File: config.mk
export PLATFORM = sky130hd
export DESIGN_NAME = timer_cuenta_regresiva
export DESIGN_NICKNAME = d
export VERILOG_FILES = /design/src/rtl/timer_cuenta_regresiva.sv
export SDC_FILE = /design/constraint.sdc
export NUM_CORES = 1
export LEC_CHECK = 0
export ABC_CLOCK_PERIOD_IN_PS = 2800
export CAP_MARGIN = 30
export CELL_PAD_IN_SITES_DETAIL_PLACEMENT = 1
export CELL_PAD_IN_SITES_GLOBAL_PLACEMENT = 2
export CORE_UTILIZATION = 23
export DETAILED_ROUTE_END_ITERATION = 12
export GPL_TIMING_DRIVEN = 0
export PLACE_DENSITY = 0.74
export RECOVER_POWER = 100
export SLEW_MARGIN = 20
export SYNTH_ARGS = -nofsm -noshare
export SYNTH_HDL_FRONTEND = slang
export SYNTH_SLANG_ARGS = --single-unit
File: constraint.sdc
create_clock -name clk -period 2.8 [get_ports clk]
set_clock_uncertainty 0.2 [all_clocks]
set_input_delay 0.56 -clock clk [delete_from_list [all_inputs] [get_ports clk]]
set_output_delay 0.56 -clock clk [all_outputs]
set_load 0.01 [all_outputs]
File: src/rtl/timer_cuenta_regresiva.sv
// timer_cuenta_regresiva: BCD hh:mm:ss countdown timer with IDLE/RUN/ALARMA FSM; TIMER_AUTORECARGA_EN enables auto-reload of the preset on expiry.
module timer_cuenta_regresiva (
  input  logic       clk,
  input  logic       reset,
  input  logic       tick_1hz,
  input  logic       load,
  input  logic       start,
  input  logic       stop,
  input  logic       ack_alarma,
  input  logic [7:0] seg_ini,
  input  logic [7:0] min_ini,
  input  logic [7:0] hora_ini,
  output logic [7:0] count_seg_timer,
  output logic [7:0] count_min_timer,
  output logic [7:0] count_hora_timer,
  output logic       alarma,
  output logic       running,
  output logic       load_err
);
  typedef enum logic [1:0] {IDLE, RUN, ALARMA} state_t;
  state_t state, state_n, ack_state;
  logic [23:0] cnt, cnt_n, preset, preset_n, ini, dec, expiry_cnt;
  logic load_err_n, ini_ok;
  function automatic logic [7:0] dec_bcd(input logic [7:0] v);
    return (v[3:0] == 4'd0) ? {v[7:4] - 4'd1, 4'd9} : {v[7:4], v[3:0] - 4'd1};
  endfunction
  function automatic logic bcd_ok(input logic [7:0] v, input logic [7:0] max);
    return (v[7:4] <= 4'd9) && (v[3:0] <= 4'd9) && (v <= max);
  endfunction
  assign ini    = {hora_ini, min_ini, seg_ini};
  assign ini_ok = bcd_ok(seg_ini, 8'h59) && bcd_ok(min_ini, 8'h59) && bcd_ok(hora_ini, 8'h23);
  // Only evaluated while RUN, where the count is never zero, so hours never wrap.
  assign dec = (cnt[7:0] != 8'h00)  ? {cnt[23:8], dec_bcd(cnt[7:0])} :
               (cnt[15:8] != 8'h00) ? {cnt[23:16], dec_bcd(cnt[15:8]), 8'h59} :
                                      {dec_bcd(cnt[23:16]), 8'h59, 8'h59};
`ifdef TIMER_AUTORECARGA_EN
  assign expiry_cnt = preset;
  assign ack_state  = RUN;
`else
  assign expiry_cnt = '0;
  assign ack_state  = IDLE;
`endif
  always_comb begin
    state_n    = state;
    cnt_n      = cnt;
    preset_n   = preset;
    load_err_n = 1'b0;
    if (load) begin
      if (ini_ok) begin
        cnt_n    = ini;
        preset_n = ini;
        state_n  = IDLE;
      end else load_err_n = 1'b1;
    end else if (state == RUN) begin
      if (stop) state_n = IDLE;
      else if (tick_1hz) begin
        cnt_n   = (dec == '0) ? expiry_cnt : dec;
        state_n = (dec == '0) ? ALARMA : RUN;
      end
    end else if (state == ALARMA) state_n = ack_alarma ? ack_state : ALARMA;
    else if (start && cnt != '0) state_n = RUN;
  end
  always_ff @(posedge clk) begin
    if (reset) begin
      state    <= IDLE;
      cnt      <= '0;
      preset   <= '0;
      alarma   <= 1'b0;
      running  <= 1'b0;
      load_err <= 1'b0;
    end else begin
      state    <= state_n;
      cnt      <= cnt_n;
      preset   <= preset_n;
      alarma   <= state_n == ALARMA;
      running  <= state_n == RUN;
      load_err <= load_err_n;
    end
  end
  assign {count_hora_timer, count_min_timer, count_seg_timer} = cnt;
endmodule

==> flow_summary_export.csv <==
group,metric,value,unit
placed_design,port_buffers,55,
cts,ctsHoldBuffers,0,
worst_setup_path,cp_slowest_cell,"or4b_4",
synthesis,synth_area_leaders,"dfxtp_1, o21ai_0, nand2_1",
global_route,grt_pass1_vias,2378,
cts,clkLatencyLatePin,0.29,ns
cts,cts_made_buffers,5,
worst_setup_path,worstSetupStartpoint,"cnt[5]",
cts,cts_root_buf,"clkbuf_8",
worst_setup_path,crit_chain,"inv_4 > ha_4 > or3b_4 > nor4_4 > a31oi_1 > or4b_4 > nor3_4 > o21ai_2 > and2_1",
global_route,antenna_found_initial,0,
synthesis,netlist.area_leader.share,28.6,%
floorplanning,top_level_ports,58,
timing,rsz0062_at_grt,"yes",
worst_setup_path,arrival,2.74,ns
worst_setup_path,cp.buffers_inverters,1,
synthesis,syn_avg_cell_area,7.20,um2
timing,fin_tns_setup,0,ns
synthesis,yosysSeqAreaShare,28.6,%
cts,clk_pin_slew,0.06,ns
synthesis,synth_nets,320,
worst_setup_path,reg2reg_from,"cnt[5]",
detailed_routing,ant_nets,0,
floorplanning,dieArea,9210,um2
placed_design,placedCellCount,443,
cts,cts_max_level,2,
cells_and_area,finalNonFillerCells,464,
detailed_routing,first_pass_iters,4,
floorplanning,num_rows,33,
power_and_ir_drop,ir_drop,164,uV
synthesis,ys_ff_latch,29,
timing,max_slew_margin,50.8,%
power_and_ir_drop,powerDensity,437,nW/um2
placed_design,dpl_worst_slack,-1.17,ns
power_and_ir_drop,p_comb_share,38.9,%
worst_setup_path,reg2reg_to,"running",
synthesis,yosys-top-cells-count,"dfxtp_1, nand2_1, nor2_1, o21ai_0, a21oi_1",
cells_and_area,antenna_cells,0,
placed_design,gp_congestion,0.807,
cells_and_area,fin_area,3090,um2
worst_setup_path,critical_path.max_stage_delay,0.55,ns
worst_setup_path,crit_end,"running",
timing,setup_ws,0.0379,ns
power_and_ir_drop,p_switching,0.496,mW
worst_setup_path,cp-start-kind,"flop",
detailed_routing,num_vias,2491,
cells_and_area,nets,396,
synthesis,synth_cells,282,
floorplanning,initial_utilization,24.2,%
timing,hold_viol_final,0,
detailed_routing,drc,0,
floorplanning,die_x,96.0,um
cts,cts_tree,"yes",
synthesis,yosysTopAreaCell,"dfxtp_1",
status,status,"completed",
global_route,grt_overflow,0,
global_route,grt_use_total,19.5,%
global_route,grt_max_degree,11,
power_and_ir_drop,switching_share,36.8,%
timing,final.period_utilization,98.6,%
cells_and_area,final_util,36.9,%
placed_design,placed_area,2720,um2
cts,clock_sinks,29,
power_and_ir_drop,clockPowerShare,26.1,%
worst_setup_path,critPathCaptureType,"flop",
timing,tightest_slew,0.738,ns
timing,finalMaxSlewViolations,0,
synthesis,yosys_warnings,0,
floorplanning,core_area,8380,um2
min_path,hp-start,"cnt[4]",
timing,fmax,362,MHz
detailed_routing,initialDrtViolationCount,95,
worst_setup_path,cp_max_fo,4,
worst_setup_path,rrSetupSlack,0.04,ns
floorplanning,fp.dieH,96.0,um
worst_setup_path,cp.required,2.78,ns
power_and_ir_drop,pwr-share-seq,34.9,%
placed_design,hpwl,6.23,mm
timing,period_minus_slack,2.76,ns
power_and_ir_drop,fin_total_pwr,1.35,mW
power_and_ir_drop,p_int,0.854,mW
synthesis,ys_types,56,
timing,whs,0.333,ns
cells_and_area,syn_to_final_growth,52.1,%
synthesis,ys.flop_type,"dfxtp_1",
timing,finalSetupViolations,0,
cells_and_area,drive_above_1_share,17.0,%
detailed_routing,vias_per_cell,5.37,
cells_and_area,nFillCells,1025,
detailed_routing,post_drt_wl_per_cell,18.8,um
worst_setup_path,cp.depth,9,
synthesis,synth-edff-count,0,
flow_run,max_cap_violations,0,
synthesis,synthArstFlopShare,0,%
power_and_ir_drop,p_leak,1.10,nW
worst_setup_path,path_delay_family,"simple AND/OR/NAND/NOR gates",
worst_setup_path,path_class,"flop to flop",
worst_setup_path,rr_worst_depth,9,
min_path,worst_hold_path_type,"flop to flop",
synthesis,syn_area,2030,um2
cts,ctsLongestPathBuffers,2,
detailed_routing,drt-total-wl,8.72,mm
global_route,grt_first_pass_wirelength,13.4,mm
## per-layer routing
metal	GRT usage (%)	vias up	part of all wire, %
li1	-	1200	-
met1	26.4	1218	46
met2	33.0	68	48
met3	2.45	5	5.3
met4	4.23	0	0.83
met5	0	-	0
## cells by family (layout without fill, tap and decap cells)
logic type	Yosys count	after routing	share of synthesized area (%)
AND/OR/NAND/NOR	117	117	29.9
XOR/XNOR	1	1	0.431
buffers and inverters	34	111	6.90
adder cells (fa/ha/maj)	7	7	4.31
AO/OA/AOI/OAI	94	94	29.8
flip-flops	29	29	28.6
## final cells by class
class / count / area (um2) / area share [%]
tap: 105 / 131 / 4.25
multi-input combinational: 219 / 1470 / 47.6
inverter: 19 / 78.8 / 2.55
buffer: 15 / 73.8 / 2.39
sequential: 29 / 602 / 19.5
clock buffer: 8 / 80.1 / 2.59
timing repair buffer: 69 / 653 / 21.1
## power groups by stage
| stage | combinational, mW | clock, mW | sequential, mW |
|---|---|---|---|
| 2_1_floorplan | 0.258 | 0 | 0.478 |
| 3_3_place_gp | 0.442 | 0 | 0.476 |
| 3_5_place_dp | 0.446 | 0 | 0.476 |
| 4_1_cts | 0.471 | 0.367 | 0.469 |
| 5_1_grt | 0.571 | 0.375 | 0.476 |
| 6_report | 0.526 | 0.353 | 0.472 |
## registers in the layout, indices dropped and copies added, names as in the netlist
signal,cells
cnt,24
load_err,1
running,1
alarma,1
state,2
## cells in the final DEF (no fill, tap or decap), drive strengths merged, types with 2 or more instances in the layout
cell,n
a211oi,2
a21oi,19
a221oi,4
a22oi,6
a311oi,2
a31oi,5
and2,3
and3,2
and3b,2
buf,17
clkbuf,20
clkdlybuf4s50,50
dfxtp,29
dlygate4sd3,5
ha,7
inv,19
nand2,29
nand3,14
nand4,5
nor2,28
nor3,12
nor3b,4
nor4,7
o211ai,6
o21a,3
o21ai,30
o31ai,3
or3,2
or3b,2
## worst register-to-register path, cell delays in order (launching register included)
cell     delay [ns]
dfxtp_4        0.36
inv_4          0.06
ha_4           0.14
or3b_4         0.42
nor4_4         0.32
a31oi_1        0.13
or4b_4         0.55
nor3_4         0.23
o21ai_2        0.10
and2_1         0.16
## what timing repair did
| item | CTS | global route |
|---|---|---|
| pin swaps | 1 | 9 |
| setup buffers | 1 | 12 |
| gates resized for setup | 25 | 31 |
| setup endpoints to repair | 28 | 10 |
## worst min-delay path by stage
stage / end / depth (start not counted) / slack (ns)
after floorplan: cnt[9] / 2 / 0.32
after global placement: cnt[13] / 2 / 0.32
after detailed placement: cnt[9] / 2 / 0.32
after CTS: cnt[13] / 2 / 0.34
after global routing: cnt[4] / 2 / 0.35
final: cnt[4] / 2 / 0.33
Power figures use the tool's default switching activity.
==> variant (same flow settings) <==
Add a define of `TIMER_AUTORECARGA_EN`.
--- a/src/rtl/timer_cuenta_regresiva.sv
+++ b/src/rtl/timer_cuenta_regresiva.sv
@@ -1,4 +1,6 @@
 // timer_cuenta_regresiva: BCD hh:mm:ss countdown timer with IDLE/RUN/ALARMA FSM; TIMER_AUTORECARGA_EN enables auto-reload of the preset on expiry.
+`define TIMER_AUTORECARGA_EN
+
 module timer_cuenta_regresiva (
   input  logic       clk,
   input  logic       reset,
Formal check against the unedited RTL: not equivalent (a bounded check fails within 4 cycles, from zero or initial values and one cycle with reset high).
==> variant against the unedited design <==
  * Setup slack better by 0.0058 ns
  * Sequential power is 67% higher
  * Cell area is 47% higher
  * Via count is 34% higher
  * Count of clock-buffer cells in the layout is 3 lower
  * Routed wire length is 43% higher
  * Maximum frequency is 0.21% higher
  * Critical path depth stayed put
  * Synthesized cell count is 38% higher
  * Sequential cell count is 24 higher
  * Total power is 40% higher
  * Clock power is 88% higher
  * Area after synthesis is 60% higher
  * Largest cell class unchanged
==> variant: results (changes against the unedited design) <==
[synthesis]
yosysUniqueCellTypes = 63  ; +13%
synth_commonest_cells = 53 x dfxtp_1, 51 x nand2_1, 34 x a21oi_1, 27 x o21ai_0
yosysSeqAreaShare_pct = 32.6  ; +4.0 points
synth_area_leaders = dfxtp_1 33%, a221oi_2 6.0%, nand2_1 5.9%

[run_status]
status = finished, final reports clean

[drt]
drt_iter0_drc = 177  ; +86%
via_per_inst = 5.18  ; -3.5%
drt-wirelength-per-cell_microns = 19.4  ; +3.1%

[grt]
grt_pass1_vias = 3338  ; +40%
grt_pass1_wl_mm = 19.1  ; +43%
grt_max_degree = 19  ; +8

[clock_tree]
clkTransAtPathRegs_ns = 0.08  ; +0.02 ns
cts_root_buf = clkbuf_16

[setup_path]
worstReg2RegStart = cnt[0]
crit_fanout = 10  ; +6
r2r_end = cnt[5]
critPathArrivalTime_ns = 2.77  ; +0.03 ns
cp_slowest_cell = or4_4

[place]
pre_cts_ws_ns = -0.818  ; +0.354 ns
hpwlAfterDp_mm = 9.22  ; +48%
placedInstanceArea_sq_mm = 0.00403  ; +48%
place.gp.congestion = 0.828  ; +2.6%

[final_layout]
final_util_pct = 32.7  ; -4.1 points
drive_above_1_share_pct = 21.6  ; +4.7 points
final_nets = 499  ; +26%
fillers = 1624  ; +58%

[worst_hold_path]
hp-start = expiry_cnt[4]
hold_end = expiry_cnt[4]

[power]
p_leak_uw = 0.00167  ; +52%

[timing]
relSlewSlack_pct = 49.2  ; -1.6 points

variant: cell count changes in the layout (fill, tap and decap cells not counted), moves of 6 or more:
cell             delta
a211oi_1            +7
buf_6               +6
clkbuf_16           +6
nand3_1             -7
nor2_1              -8
nand2_1            +22
dfxtp_1            +25
nand4_2            +10
clkdlybuf4s50_1    -18
dlygate4sd3_1      +18
a221oi_2           +16
a21oi_1            +15
nand4_1            +13
and3_1              +7
variant: cells by family (layout without fill, tap and decap cells):
kind of cell             count (synthesis)  count (layout)  share of synthesized area [%]
AND/OR/NAND/NOR                        161             161                           29.8
flip-flops                              53              53                           32.6
XOR/XNOR                                 4               4                           1.08
AO/OA/AOI/OAI                          115             115                           25.6
buffers and inverters                   46             118                           7.03
adder cells (fa/ha/maj)                  7               7                           2.69
multiplexers                             4               4                           1.27
variant: how the worst max path moves through the flow:
stage / start / endpoint / slack (ns) / cells past startpoint
detailed placement: seg_ini[1] / cnt[5] / -0.82 / 7
finish: cnt[0] / cnt[5] / 0.04 / 9
global placement: seg_ini[1] / cnt[1] / -0.82 / 7
floorplan: cnt[12] / cnt[10] / 0.15 / 10
CTS: cnt[5] / cnt[19] / 0.01 / 11
global route: cnt[0] / cnt[12] / -0.03 / 9
variant: final cells by class:
class | count | share of cell area (%)
Buffer | 29 | 4.97
Clock buffer | 5 | 2.76
Clock inverter | 3 | 0.553
Inverter | 14 | 1.16
Multi-Input combinational cell | 291 | 47.4
Sequential cell | 53 | 23.6
Tap cell | 180 | 4.97
Timing Repair Buffer | 67 | 14.6
variant: routing by layer:
metal / wire length [microns] / track usage, % / part of all wire, %
met1: 5610 / 22.0 / 45
met2: 6070 / 28.5 / 49
met3: 454 / 2.96 / 3.6
met4: 314 / 6.33 / 2.5
met5: 0 / 0 / 0
variant: stage by stage:
step	std cells	hold WS [ns]	total power [uW]
after floorplan	390	0.237	1020
after global routing	642	0.275	1970
after CTS	638	0.264	1860
after global placement	625	0.245	1160
final	642	0.264	1890
after detailed placement	625	0.251	1160
variant: repair_timing:
action                     in CTS  in global routing
resized for setup              32                 36
setup endpoints to repair      48                 28
gates cloned                    0                  1
pin swaps                       6                 16
setup buffers                   5                  6
variant: worst max-delay path, delay by kind of cell, from the launching register on:
family	cells	cell delay, ns
compound gates	2	0.44
buf+inv	3	0.42
simple gates	4	1.21
flops	1	0.39
variant: power by group:
group	leakage (uW)	internal [uW]	total [uW]	switching (uW)
Clock	0.0000708	339	663	324
Combinational	0.00117	203	437	233
Sequential	0.000431	766	788	22.1
Total	0.00167	1310	1890	579
